`src/rtl/arb_pkg.sv`:
```
// Shared types and helpers for the round-robin line arbiter.
// Latency: n/a (types and combinational helper only).
// Backpressure: n/a.
//
// Contents:
//   arb_state_t  - two-state arbiter FSM encoding
//   first_from() - wrapped priority scan starting at a rotating pointer
package arb_pkg;

    typedef enum logic {
        IDLE  = 1'b0,
        GRANT = 1'b1
    } arb_state_t;

    // The scan helper works on a fixed maximum width so one function serves
    // every arbiter size; callers zero-extend their request vector. Arbiters
    // wider than ARB_MAX_REQ requesters are not supported.
    localparam int ARB_MAX_N   = 5;
    localparam int ARB_MAX_REQ = 1 << ARB_MAX_N;

    // Returns the index of the first set bit of req, scanning upward from
    // ptr and wrapping modulo n_req. Returns -1 when no bit in range is set.
    // Requires ptr < n_req, so one subtraction is enough for the wrap.
    function automatic int first_from(input logic [ARB_MAX_REQ-1:0] req,
                                      input int                     n_req,
                                      input int                     ptr);
        int win;
        int idx;
        win = -1;
        for (int i = 0; i < ARB_MAX_REQ; i++) begin
            idx = ptr + i;
            if (idx >= n_req) begin
                idx = idx - n_req;
            end
            // i < n_req keeps the scan to one lap; later laps may alias.
            if ((win < 0) && (i < n_req) && req[idx[ARB_MAX_N-1:0]]) begin
                win = idx;
            end
        end
        return win;
    endfunction

endpackage

```
`src/rtl/line_decoder.sv`:
```
// Binary code to one-hot line decoder.
// Latency: combinational, zero cycles.
// Backpressure: none; output follows the code input.
//
// Ports:
//   code  in   WIDTH        binary index
//   line  out  2**WIDTH     one-hot image of code (exactly one bit set)
module line_decoder #(
    parameter int WIDTH = 2
) (
    input  logic [WIDTH-1:0]        code,
    output logic [(1<<WIDTH)-1:0]   line
);

    always_comb begin
        line       = '0;
        line[code] = 1'b1;
    end

endmodule

```
`src/rtl/rr_line_arbiter.sv`:
```
// Round-robin arbiter sharing one resource among 2**N level-sensitive requesters.
// Latency: one cycle from req to grant; all outputs come from registers.
// Backpressure: a grant holds while its req stays high, capped at MAX_HOLD cycles; no preemption.
//
// Ports:
//   clk          in   1      rising-edge clock
//   rst_n        in   1      asynchronous active-low reset
//   req          in   2**N   request per requester
//   grant_valid  out  1      a grant is active this cycle
//   grant_code   out  N      index of the granted requester (0 when idle)
//   grant_line   out  2**N   one-hot grant, all zero when grant_valid is low
module rr_line_arbiter
    import arb_pkg::*;
#(
    parameter int N        = 2,
    parameter int MAX_HOLD = 8
) (
    input  logic                clk,
    input  logic                rst_n,
    input  logic [(1<<N)-1:0]   req,
    output logic                grant_valid,
    output logic [N-1:0]        grant_code,
    output logic [(1<<N)-1:0]   grant_line
);

    localparam int NREQ = 1 << N;
    localparam int HW   = $clog2(MAX_HOLD + 1);

    // Registered state
    arb_state_t       state;
    logic [N-1:0]     ptr;
    logic [HW-1:0]    hold_cnt;

    // Next-state values
    arb_state_t       state_nxt;
    logic [N-1:0]     ptr_nxt;
    logic [HW-1:0]    hold_nxt;
    logic [N-1:0]     code_nxt;
    logic             valid_nxt;

    // Arbitration helpers
    logic [NREQ-1:0]  masked_req;
    logic             release_now;
    int               win;

    logic [NREQ-1:0]  dec_line;

    always_comb begin
        state_nxt   = state;
        ptr_nxt     = ptr;
        hold_nxt    = hold_cnt;
        code_nxt    = grant_code;
        valid_nxt   = grant_valid;
        masked_req  = req;
        release_now = 1'b0;
        win         = -1;

        case (state)
            IDLE: begin
                win = first_from(ARB_MAX_REQ'(req), NREQ, int'(ptr));
                if (win >= 0) begin
                    state_nxt = GRANT;
                    code_nxt  = N'(win);
                    valid_nxt = 1'b1;
                    hold_nxt  = HW'(1);
                end
            end

            GRANT: begin
                release_now = !req[grant_code] || (hold_cnt == HW'(MAX_HOLD));
                if (!release_now) begin
                    hold_nxt = hold_cnt + HW'(1);
                end else begin
                    // Pointer moves past the releasing requester; N-bit add wraps.
                    ptr_nxt = grant_code + N'(1);
                    // The releaser sits out this one arbitration. On a normal
                    // release its req is already low, so masking only matters
                    // on timeout, where it forces a handover or an idle cycle.
                    masked_req[grant_code] = 1'b0;
                    win = first_from(ARB_MAX_REQ'(masked_req), NREQ, int'(ptr_nxt));
                    if (win >= 0) begin
                        state_nxt = GRANT;
                        code_nxt  = N'(win);
                        valid_nxt = 1'b1;
                        hold_nxt  = HW'(1);
                    end else begin
                        state_nxt = IDLE;
                        code_nxt  = '0;
                        valid_nxt = 1'b0;
                        hold_nxt  = '0;
                    end
                end
            end

            default: begin
                state_nxt = IDLE;
                code_nxt  = '0;
                valid_nxt = 1'b0;
                hold_nxt  = '0;
            end
        endcase
    end

    always_ff @(posedge clk or negedge rst_n) begin
        if (!rst_n) begin
            state       <= IDLE;
            ptr         <= '0;
            hold_cnt    <= '0;
            grant_code  <= '0;
            grant_valid <= 1'b0;
        end else begin
            state       <= state_nxt;
            ptr         <= ptr_nxt;
            hold_cnt    <= hold_nxt;
            grant_code  <= code_nxt;
            grant_valid <= valid_nxt;
        end
    end

    line_decoder #(
        .WIDTH (N)
    ) u_line_decoder (
        .code  (grant_code),
        .line  (dec_line)
    );

    // Decoded from registered code and gated by the registered valid, so
    // grant_line has no combinational path from req.
    assign grant_line = dec_line & {NREQ{grant_valid}};

endmodule

```
`config.mk`:
```
export PLATFORM = sky130hd
export DESIGN_NAME = rr_line_arbiter
export DESIGN_NICKNAME = d
export VERILOG_FILES = /design/src/rtl/arb_pkg.sv /design/src/rtl/line_decoder.sv /design/src/rtl/rr_line_arbiter.sv
export SDC_FILE = /design/constraint.sdc
export NUM_CORES = 1
export LEC_CHECK = 0
export ABC_AREA = 1
export CORE_MARGIN = 5
export CORE_UTILIZATION = 58
export CTS_BUF_LIST = sky130_fd_sc_hd__clkbuf_8
export DETAILED_ROUTE_END_ITERATION = 6
export MAX_ROUTING_LAYER = met4
export PLACE_DENSITY_LB_ADDON = 0.25
export SETUP_SLACK_MARGIN = 0.4
export SYNTH_ARGS = -nofsm -noshare
export SYNTH_HDL_FRONTEND = slang
export SYNTH_SLANG_ARGS = --single-unit
```
`constraint.sdc`:
```
create_clock -name clk -period 2.34 [get_ports clk]
set_clock_uncertainty 0.15 [all_clocks]
set_input_delay 0.234 -clock clk [delete_from_list [all_inputs] [get_ports clk]]
set_output_delay 0.234 -clock clk [all_outputs]
set_load 0.01 [all_outputs]
```
* Yosys cells after proc, flatten, opt, wreduce, memory -nomap -nowiden
Cells that the tools add are included.
** Word-level totals
- Register bits :: 10
- Bits of input ports :: 6
- Output and inout port bits :: 7
- Word-level logic and storage cells :: 140
** Operators by class
- Add/subtract/negate cells :: 16
- $lt $le $gt $ge :: 26
- Equal/unequal tests :: 3
- Muxes and demuxes :: 75
- Bitwise logic cells :: 4
- Reduce and logical (&&, ||, !) cells :: 11
** Operator list (count)
- 32-bit 2-to-1 mux :: 40
- 32-bit by 1-bit less-than comparator with 1-bit output (second input constant) :: 6
- 32-bit by 1-bit greater-or-equal comparator with 1-bit output (second input constant) :: 2
- 5-bit by 6-bit less-than comparator with 1-bit output (second input constant) :: 8
- 1-bit binary-select mux with 5-bit select :: 8
- 3-bit by 3-bit subtractor with 4-bit output (second input constant) :: 6
- 3-bit greater-or-equal comparator (second input constant) :: 6
- 1-bit 2-to-1 mux :: 16
- 2-bit by 2-bit adder with 3-bit output (second input constant) :: 4
- 4-bit bitwise AND :: 2
- 4-bit 2-to-1 mux :: 2
- 4-bit one-hot mux with 2 select lines :: 1
- 2-bit by 3-bit subtractor with 4-bit output (second input constant) :: 2
- 1-bit logical AND :: 7
- 2-bit by 1-bit adder with 3-bit output (second input constant) :: 2
- 2-bit by 3-bit greater-or-equal comparator with 1-bit output (second input constant) :: 2
- 2-bit 2-to-1 mux :: 3
- 4-bit by 1-bit adder with 4-bit output (second input constant) :: 1
- 4-bit == test (second input constant) :: 1
- 4-bit NOT :: 1
- 1-bit one-hot mux with 2 select lines :: 2
- 2-bit one-hot mux with 2 select lines :: 1
- 2-bit AND reduction :: 2
- 2-bit by 3-bit less-than comparator with 1-bit output (second input constant) :: 1
- 9 further kinds :: 9

* Depth between registers and ports, before layout
Gate-level depths: netlist of the first run.
- Word-level depth :: 30
- Mapped depth :: 14
- Gate-level depth less buffers :: 14

* Modules after synthesis
From an unflattened synthesis of the first run, not the netlist that was laid out.
** Unflattened totals
- Cell total of the unflattened synthesis :: 195
- Area total of the unflattened synthesis :: 1252.5 um^2
** By module, submodules not included
- rr_line_arbiter :: times used 1, cells an instance 188, area each 1226.2 um^2, seq. area each 250.2 um^2
- line_decoder :: times used 1, cells an instance 7, area each 26.3 um^2, seq. area each 0.0 um^2

* Worst setup path after synthesis of the first run
No wires, ideal clock.
- Path type :: reg2reg
- Start point :: register grant_code[0]
- End point :: register hold_cnt[0]
- Setup time :: 127 ps
- Arrival time :: 1860 ps
- Data required time :: 2063 ps
- Path slack :: 204 ps
- Cell stages (with the launch flop) :: 13
- Path buffers :: 0
- Period minus slack after synthesis :: 2136 ps
- Path through :: dfrtp_1 > inv_2 > ha_1 > inv_1 > nand2_1 > nand2_1 > nand3_1 > nand2_1 > nand3_1 > nor2_1 > nand2_1 > o211ai_1 > o21ai_1
** On the way
- Cells in the longest elaborated chain, start to end :: 30
- Elaborated cells between the ends (all ways) :: 65
- Those cells by class :: add/sub: 8; order compare: 10; mux: 39; bitwise: 2; reduce/logical: 6
** Ends and longest elaborated chain
- start: declaration :: line rr_line_arbiter.sv:22 : output logic [N-1:0] grant_code,
- start signal: assignment :: line rr_line_arbiter.sv:115 : grant_code <= code_nxt;
- branches (longest 28 deep; another with 32-bit by 1-bit less-than comparator with 1-bit output)
- 4-bit 2-to-1 mux (*) :: line rr_line_arbiter.sv:71 : if (!release_now) begin
- 4-bit one-hot mux with 2 select lines (*) :: line rr_line_arbiter.sv:58 : case (state)
- end signal: assignment :: line rr_line_arbiter.sv:114 : hold_cnt <= hold_nxt;
- end: declaration :: line rr_line_arbiter.sv:32 : logic [HW-1:0] hold_cnt;
Every way passes the cells marked *. The select of a mux whose other input is x is not followed.
A chain may end at the register's enable or synchronous reset.

* Final worst setup path of the first run
- Start point :: register grant_code[1]
- End point :: register grant_code[1]
** On the way
- Cells in the longest elaborated chain, start to end :: 30
- Elaborated cells between the ends (all ways) :: 67
- Those cells by class :: add/sub: 8; order compare: 10; eq/ne: 1; mux: 39; bitwise: 2; reduce/logical: 7
** Ends and longest elaborated chain
- branches (longest 30 deep; another with 32-bit by 1-bit less-than comparator with 1-bit output)
Several ways; the timed one is not identified. The select of a mux whose other input is x is not followed.

==> results of run 1 <==
## cells in the final DEF, fill, tap and decap left out, types with 2 or more instances in the layout
cell type / n
sky130_fd_sc_hd__o211ai_1: 2
sky130_fd_sc_hd__a21oi_1: 3
sky130_fd_sc_hd__clkinv_4: 2
sky130_fd_sc_hd__nand2_4: 3
sky130_fd_sc_hd__nor2_2: 3
sky130_fd_sc_hd__dfrtp_2: 3
sky130_fd_sc_hd__nand3_2: 7
sky130_fd_sc_hd__inv_4: 3
sky130_fd_sc_hd__nor2_1: 8
sky130_fd_sc_hd__dfrtp_1: 7
sky130_fd_sc_hd__ha_4: 3
sky130_fd_sc_hd__nand2_2: 15
sky130_fd_sc_hd__o21ai_1: 2
sky130_fd_sc_hd__ha_1: 9
sky130_fd_sc_hd__inv_2: 8
sky130_fd_sc_hd__nand3_1: 18
sky130_fd_sc_hd__clkdlybuf4s50_1: 8
sky130_fd_sc_hd__nand3_4: 4
sky130_fd_sc_hd__nor2_4: 3
sky130_fd_sc_hd__buf_4: 20
sky130_fd_sc_hd__inv_1: 21
sky130_fd_sc_hd__nand4_1: 4
sky130_fd_sc_hd__nand2_1: 44
sky130_fd_sc_hd__o21ai_0: 6
sky130_fd_sc_hd__dlygate4sd2_1: 3
sky130_fd_sc_hd__nand3b_1: 2
sky130_fd_sc_hd__clkbuf_8: 4
## state kept, by name, indices dropped and copies added, names as in the netlist
| name | flops |
|---|---|
| ptr | 2 |
| hold_cnt | 4 |
| state | 1 |
| grant_valid | 1 |
| grant_code | 2 |
## layer usage
layer | GRT usage | part of all wire
met1 | 0.293 | 0.37
met2 | 0.449 | 0.50
met3 | 0.0643 | 0.089
met4 | 0.109 | 0.038
met5 | - | 0
## final cells by class
cell class	instances	area (um^2)
inverter	34	145
multi-input combinational	142	957
timing repair buffer	35	313
sequential	10	254
clock buffer	4	55.1
fill	84	184
tap	27	33.8
## worst max path at each step
stage	from	to	slack (ns)	cells past startpoint
2_1_floorplan	grant_code[0]$_DFFE_PN0P_	grant_code[1]$_DFFE_PN0P_	0.41	14
3_3_place_gp	ptr[0]$_DFFE_PN0P_	grant_valid$_DFFE_PN0P_	0.24	12
3_5_place_dp	ptr[0]$_DFFE_PN0P_	grant_valid$_DFFE_PN0P_	0.19	12
4_1_cts	grant_code[0]$_DFFE_PN0P_	hold_cnt[0]$_DFFE_PN0P_	0.38	8
5_1_grt	grant_code[0]$_DFFE_PN0P_	grant_code[1]$_DFFE_PN0P_	0.16	14
6_report	grant_code[1]$_DFFE_PN0P_	grant_code[1]$_DFFE_PN0P_	0.24	12
## what timing repair did
item / in CTS / in global routing
gates resized for setup: 19 / 40
pin swaps: 5 / 21
endpoints found under the setup margin: 12 / 8
hold buffers: 0 / 0
setup buffers: 10 / 12
## critical path: cells and delay by family, from the launching register on
family	cells	cell delay, ns
adders and majority gates	1	0.20
DFF	1	0.43
and+or+nand+nor	9	0.90
buffers and inverters	2	0.30
## logic make-up (layout without fill, tap and decap cells)
logic type                 Yosys count  after routing  share of synthesized area
DFF                                 10             10                      0.213
xor gates and xnor gates             2              2                     0.0149
adders and majority gates           13             13                      0.139
buffers and inverters               35             73                      0.115
and+or+nand+nor                    111            111                      0.443
AOI/OAI and AO/OA                   16             16                     0.0746
## through the flow
step | setup slack [ns] | area, um^2
after detailed placement | 0.185 | 1350
final | 0.245 | 1760
after floorplan | 0.409 | 1190
after CTS | 0.377 | 1540
after global placement | 0.245 | 1350
after global routing | 0.164 | 1760
==> results by stage, run 1 <==
Outcome:
- The flow ran to the end, and the final reports show no timing, DRC or antenna violations.

Synth:
- By area the synthesized netlist is led by sky130_fd_sc_hd__dfrtp_1, sky130_fd_sc_hd__nand2_1, sky130_fd_sc_hd__ha_1.
- In this run, synthesis produced a sequential element count of 10.
- In this run the mean area of a mapped cell was around 6.3 um^2.
- The most common cell in the netlist is sky130_fd_sc_hd__nand2_1.
- Synthesis handed over a netlist of between 150 and 200 instances.
- Yosys printed 0 warnings.
- In the synthesized netlist, the cells that appear most often are sky130_fd_sc_hd__nand2_1, sky130_fd_sc_hd__inv_1, sky130_fd_sc_hd__nand3_1.
- In this run, distinct cell masters in the synthesized netlist total 24.
- For this run, the leading register cell type out of synthesis is sky130_fd_sc_hd__dfrtp_1.
- The count of flip-flops with a built-in enable after synthesis is 0.
- The cell taking the most area after synthesis is sky130_fd_sc_hd__dfrtp_1.
- The mapped cell area is around 1200 um^2.
- The part of the Yosys area used for sequential elements is 0.213.
- Of the post-synthesis cell area, the dominant cell type holds 0.213.
- The proportion of synthesized flip-flops having asynchronous set or reset is 1.00.
- The post-synthesis net count is around 210.

Die:
- In this run the core area contains 16 standard-cell rows.
- For this configuration, the core starts out at a cell density of 0.604.
- The area enclosed by the die boundary is ~3000 um^2.
- The placeable core area is 1940 um^2.
- Measured along the y axis, the die boundary spans roughly 55 um.
- The I/O pin total is 13.
- From left edge to right edge, the die measures 55.0 um.

Run:
- The count of max-cap constraint violations is 0.

Setup path:
- In this run the critical register-to-register path is launched from grant_code[1]$_DFFE_PN0P_.
- The kind of start point of the critical path is a flip-flop.
- The most repeated library cell on the critical path is sky130_fd_sc_hd__nand2_1.
- The destination of the worst register-to-register timing path is grant_code[1]$_DFFE_PN0P_.
- The largest fanout on the critical path is 4.
- The largest single stage delay on the critical path is roughly 0.43 ns.
- Data on the critical path arrives at its endpoint at between 2 and 2.5 ns.
- Setup slack on the worst reg-to-reg path comes out at roughly 0.24 ns.
- The sort of element at the end of the critical path is a flip-flop.
- The required arrival time at the worst endpoint is ~2.3 ns.
- The worst register-to-register path has a depth of 12.
- The slowest cell on the critical path is sky130_fd_sc_hd__dfrtp_2.
- Walking the worst path, the cells encountered are buf_4, ha_1, nand3b_1, nand3_2, nand2_4, buf_4, nand4_1, nand2_1, nand3_1, nand2_1, nand2_1, nand2_1.
- The critical path class is flip-flop to flip-flop.

Clocking:
- In this run, CTS created clock tree buffers numbering 3.
- The tree is rooted in a sky130_fd_sc_hd__clkbuf_8.
- After clock tree synthesis, the clock-pin slew on the worst setup and hold paths is roughly 0.050 ns.
- TritonCTS built the clock tree.
- The clock latency at the later pin of the worst-skew pair is between 0.2 and 0.25 ns.
- The number of clock sinks seen by CTS is 10.
- In this run the deepest clock path goes through 2 buffers.
- CTS built an H-tree with a depth of 1.

Timing:
- Across all hold checks on the routed design, the worst slack comes to between 0.15 and 0.2 ns.
- The setup violation total in the final timing report is 0.
- The setup TNS after final layout is 0 ns.
- The count of final max-slew check failures is 0.
- The remaining max-slew budget at the tightest pin is 0.690.
- Setup repair after global routing could not meet its margin everywhere.
- The final hold violation count is 0.
- The routed design could run at a clock period as short as 2.10 ns.
- The ratio of final minimum period to clock period is 0.895.
- For the pin with the worst max-slew slack, the measured transition is roughly 0.46 ns.
- Static timing analysis puts the maximum clock frequency at ~480 MHz.

GRT:
- The first global-routing pass estimated 5530 um of wire.
- The residual overflow from global routing is 0.
- The number of antenna violations at the first check in global routing was 0.
- The maximum number of pins on one net before global-route repair is 11.
- The via count of the first global-routing pass was 1288.
- The global router's overall resource usage is 0.263.

Finish:
- Measured on the finished design, the core utilization comes to 0.905.
- The fraction of final layout cells with drive strength greater than 1 is 0.369.
- The synthesis-to-layout area growth is 49.8%.
- Leaving out filler cells and counting taps, the final layout contains 252.
- The net total in the final layout is roughly 250.
- The final antenna diode count is 0.

Route:
- Dividing the detail-routed wire length by the instance count gives about 17 um.
- The iteration count of the initial detailed-routing pass is 5.
- Using the TritonRoute via totals, the vias-per-cell ratio works out to around 6.
- Detailed routing inserted a total of about 1500 vias.
- The total wire length is around 4400 um.
- The count of nets left with antenna violations once routing finished came out at 0.
- In the routed design, unresolved DRC markers number 0.
- The violation count after the first detailed-route iteration is 86.

Placement:
- At the end of routability-driven placement, the weighted congestion stood at between 0.9 and 1.
- The half-perimeter wire length of the detailed placement result is between 2000 and 2500 um.
- In this run, placement finished with an instance count of around 230.
- During placement, the flow inserted port buffers numbering 12.

Worst hold path:
- The tightest min-delay check is of the input port to asynchronous set/reset pin type.
Power of run 1 is not shown: default switching activity piles up to over one toggle a cycle in this logic, so the estimate is an artifact.
==> inputs of run 2 (changes only) <==
- PLACE_DENSITY_LB_ADDON: 0.25 -> 0.12
==> run 2 against run 1 <==
Count of clock-buffer cells in the layout unchanged. Design area down 3.1%. Utilization down 2.8 points. Cell count unchanged. Global-route usage down 1.2 points. Via count down 0.74%. Critical path type unchanged. Non-clock buffer count unchanged.
==> results by stage, run 2 (synthesis results as in run 1) <==
Outcome:
- The run finished with clean final reports.

Die:
- The I/O pin total is 13.
- Measured along the x axis, the die boundary spans ~55 um.
- The die is around 55 um tall.
- The initial core utilization is 0.604.
- The placeable core area is between 1500 and 2000 um^2.
- The area enclosed by the die boundary is 3020 um^2.
- The initialized floorplan defines 16 standard-cell rows.

Finish:
- The flip-flop count of the largest register after layout is 4.
- After the last flow step, the layout net total stands at about 250.
- Leaving out fill and tap cells, the most frequent cell in the layout is sky130_fd_sc_hd__nand2_1.
- The repair_antennas step left the layout with diodes totalling 0.
- The library cells used most frequently in the layout, excluding fill and tap cells, are sky130_fd_sc_hd__nand2_1, sky130_fd_sc_hd__inv_1, sky130_fd_sc_hd__nand3_1.
- The cell area after layout is approximately 1700 um^2.
- The register name with the most flops is hold_cnt.
- Of the cells placed in the final design, the portion with a size suffix greater than 1 is 0.329.
- The synthesis-to-layout area growth is 45.1%.
- In the final layout, the registers with the most flip-flops are hold_cnt x4, grant_code x2, ptr x2.

Setup path:
- The data arrival time of the worst path is a little over 2 ns.
- Of all nets on the critical path, the largest fanout is 4.
- Traced cell by cell, the critical path runs through buf_4, clkbuf_16, buf_4, nand2_1, nand3_1, nand2_2, inv_2, nand3_1, nand2_1, nand2_1, nand3_1, nand2_1, nand2_1, nand2_1.
- The critical path crosses 14 cells after its start point.
- Across all register-to-register paths, the minimum setup slack is 0.30 ns.
- The most repeated library cell on the critical path is sky130_fd_sc_hd__nand2_1.
- The sort of element at the end of the critical path is a flip-flop.
- The source of the worst register-to-register timing path is grant_code[0]$_DFFE_PN0P_.
- The endpoint identified for the worst register-to-register timing path is grant_code[1]$_DFFE_PN0P_.
- The number of cells on the worst reg-to-reg path is 14.
- The slowest cell on the critical path is sky130_fd_sc_hd__dfrtp_2.
- The number of buffers and inverters on the critical path is 4.
- The worst setup path is launched from a flip-flop.
- The critical path class is flip-flop to flip-flop.
- The gate family responsible for the most delay along the worst path is simple AND/OR/NAND/NOR gates.
- The most critical setup path has its startpoint at grant_code[0]$_DFFE_PN0P_.
- On the worst path, the slowest cell contributes a delay of about 0.44 ns.
- For the worst setup path, the data required time is 2.36 ns.

Timing:
- The slew at the pin closest to its max-slew limit is around 0.45 ns.
- The setup violation total in the final timing report is 0.
- The setup TNS after final layout is 0 ns.
- The final hold violation count is 0.
- The count of final max-slew check failures is 0.
- Setup repair after global routing could not meet its margin everywhere.
- In this run the tightest slew margin relative to its limit is 0.698.
- The maximum clock frequency is 491 MHz.
- The time the worst path needs with I/O delays and setup is 2.04 ns.
- The ratio of final minimum period to clock period is 0.871.

Route:
- The mean routed wirelength per cell is roughly 15 um.
- The total number of vias is between 1000 and 1500.
- The iteration count of the initial detailed-routing pass is 6.
- The number of remaining DRC errors is 0.
- In this run, the number of DRC markers left after iteration 0 of detailed routing was 112.
- The total wire length is 3870 um.
- The average via count per standard cell is 5.83.
- The antenna violation net count after detailed routing is 0.

GRT:
- The first global-routing pass estimated about 5400 um of wire.
- The via count of the first global-routing pass came to 1302.
- Entering global routing, the biggest net connects 11 pins.
- Summed over all layers, the global routing overflow is 0.
- For this run, the total global-route usage over all layers was measured as 0.251.
- The number of antenna violations at the first check in global routing is 0.

Placement:
- The count of buffers added on input and output ports is 12.
- The final weighted congestion of routability-driven global placement is between 0.8 and 0.9.
- In this run the cell area measured after placement is between 1000 and 1500 um^2.
- The half-perimeter wire length of the detailed placement result is roughly 2300 um.

Worst hold path:
- The type of the most critical hold path is input port to asynchronous set/reset pin.

Clocking:
- The clock latency at the later pin of the worst-skew pair is between 0.2 and 0.25 ns.
- Buffers inserted to repair hold after CTS numbered 0.
- The H-tree depth reported by CTS is 1.
- After clock tree synthesis, the clock-pin slew on the worst setup and hold paths is approximately 0.05 ns.
- Clock tree synthesis inserted a total of 3 buffers.
- The number of clock sinks seen by CTS is 10.
- The number of buffers on the longest clock path is 2.
- The root buffer cell is sky130_fd_sc_hd__clkbuf_8.
- The clock tree from TritonCTS is built.

Run:
- Max-cap violations in this run came to 0.
[run 2: cell types whose count changed in the layout (fill, tap and decap cells not counted), sizes merged]
cell,change
buf,-1
clkbuf,+1
clkdlybuf4s15,-1
dlygate4sd2,+1
[run 2: how the worst max path moves through the flow]
stage	slack [ns]	end
floorplan	0.41	grant_code[1]$_DFFE_PN0P_
global placement	0.22	grant_code[1]$_DFFE_PN0P_
detailed placement	0.25	grant_code[1]$_DFFE_PN0P_
CTS	0.39	hold_cnt[0]$_DFFE_PN0P_
global route	0.18	grant_code[1]$_DFFE_PN0P_
finish	0.30	grant_code[1]$_DFFE_PN0P_
[run 2: layout make-up]
type | count | area [um^2]
Inverter | 34 | 143
Sequential cell | 10 | 254
Clock buffer | 4 | 55.1
Tap cell | 27 | 33.8
Multi-Input combinational cell | 142 | 897
Fill cell | 105 | 239
Timing Repair Buffer | 35 | 320
[run 2: through the flow]
stage,hold slack (ns),util,setup slack (ns),std cells
after CTS,0.165,0.786,0.387,239
after global routing,0.196,0.877,0.185,252
final,0.162,0.877,0.302,252
after global placement,0.399,0.702,0.225,228
after detailed placement,0.409,0.702,0.255,228
after floorplan,-0.212,-,0.409,187
[run 2: layer usage]
metal | up-vias | GRT usage | share of wire
met5 | - | - | 0
met4 | 0 | 0.0931 | 0.062
met3 | 39 | 0.0429 | 0.079
met2 | 94 | 0.411 | 0.46
met1 | 664 | 0.310 | 0.40
li1 | 672 | - | -
[run 2: repair_timing]
item | CTS | global route
hold endpoints to repair | 0 | 0
gates cloned | 0 | 1
setup endpoints to repair | 10 | 9
pin swaps | 4 | 10
gates resized for setup | 22 | 24
setup buffers | 7 | 12
Power of run 2 is left out for the same reason.
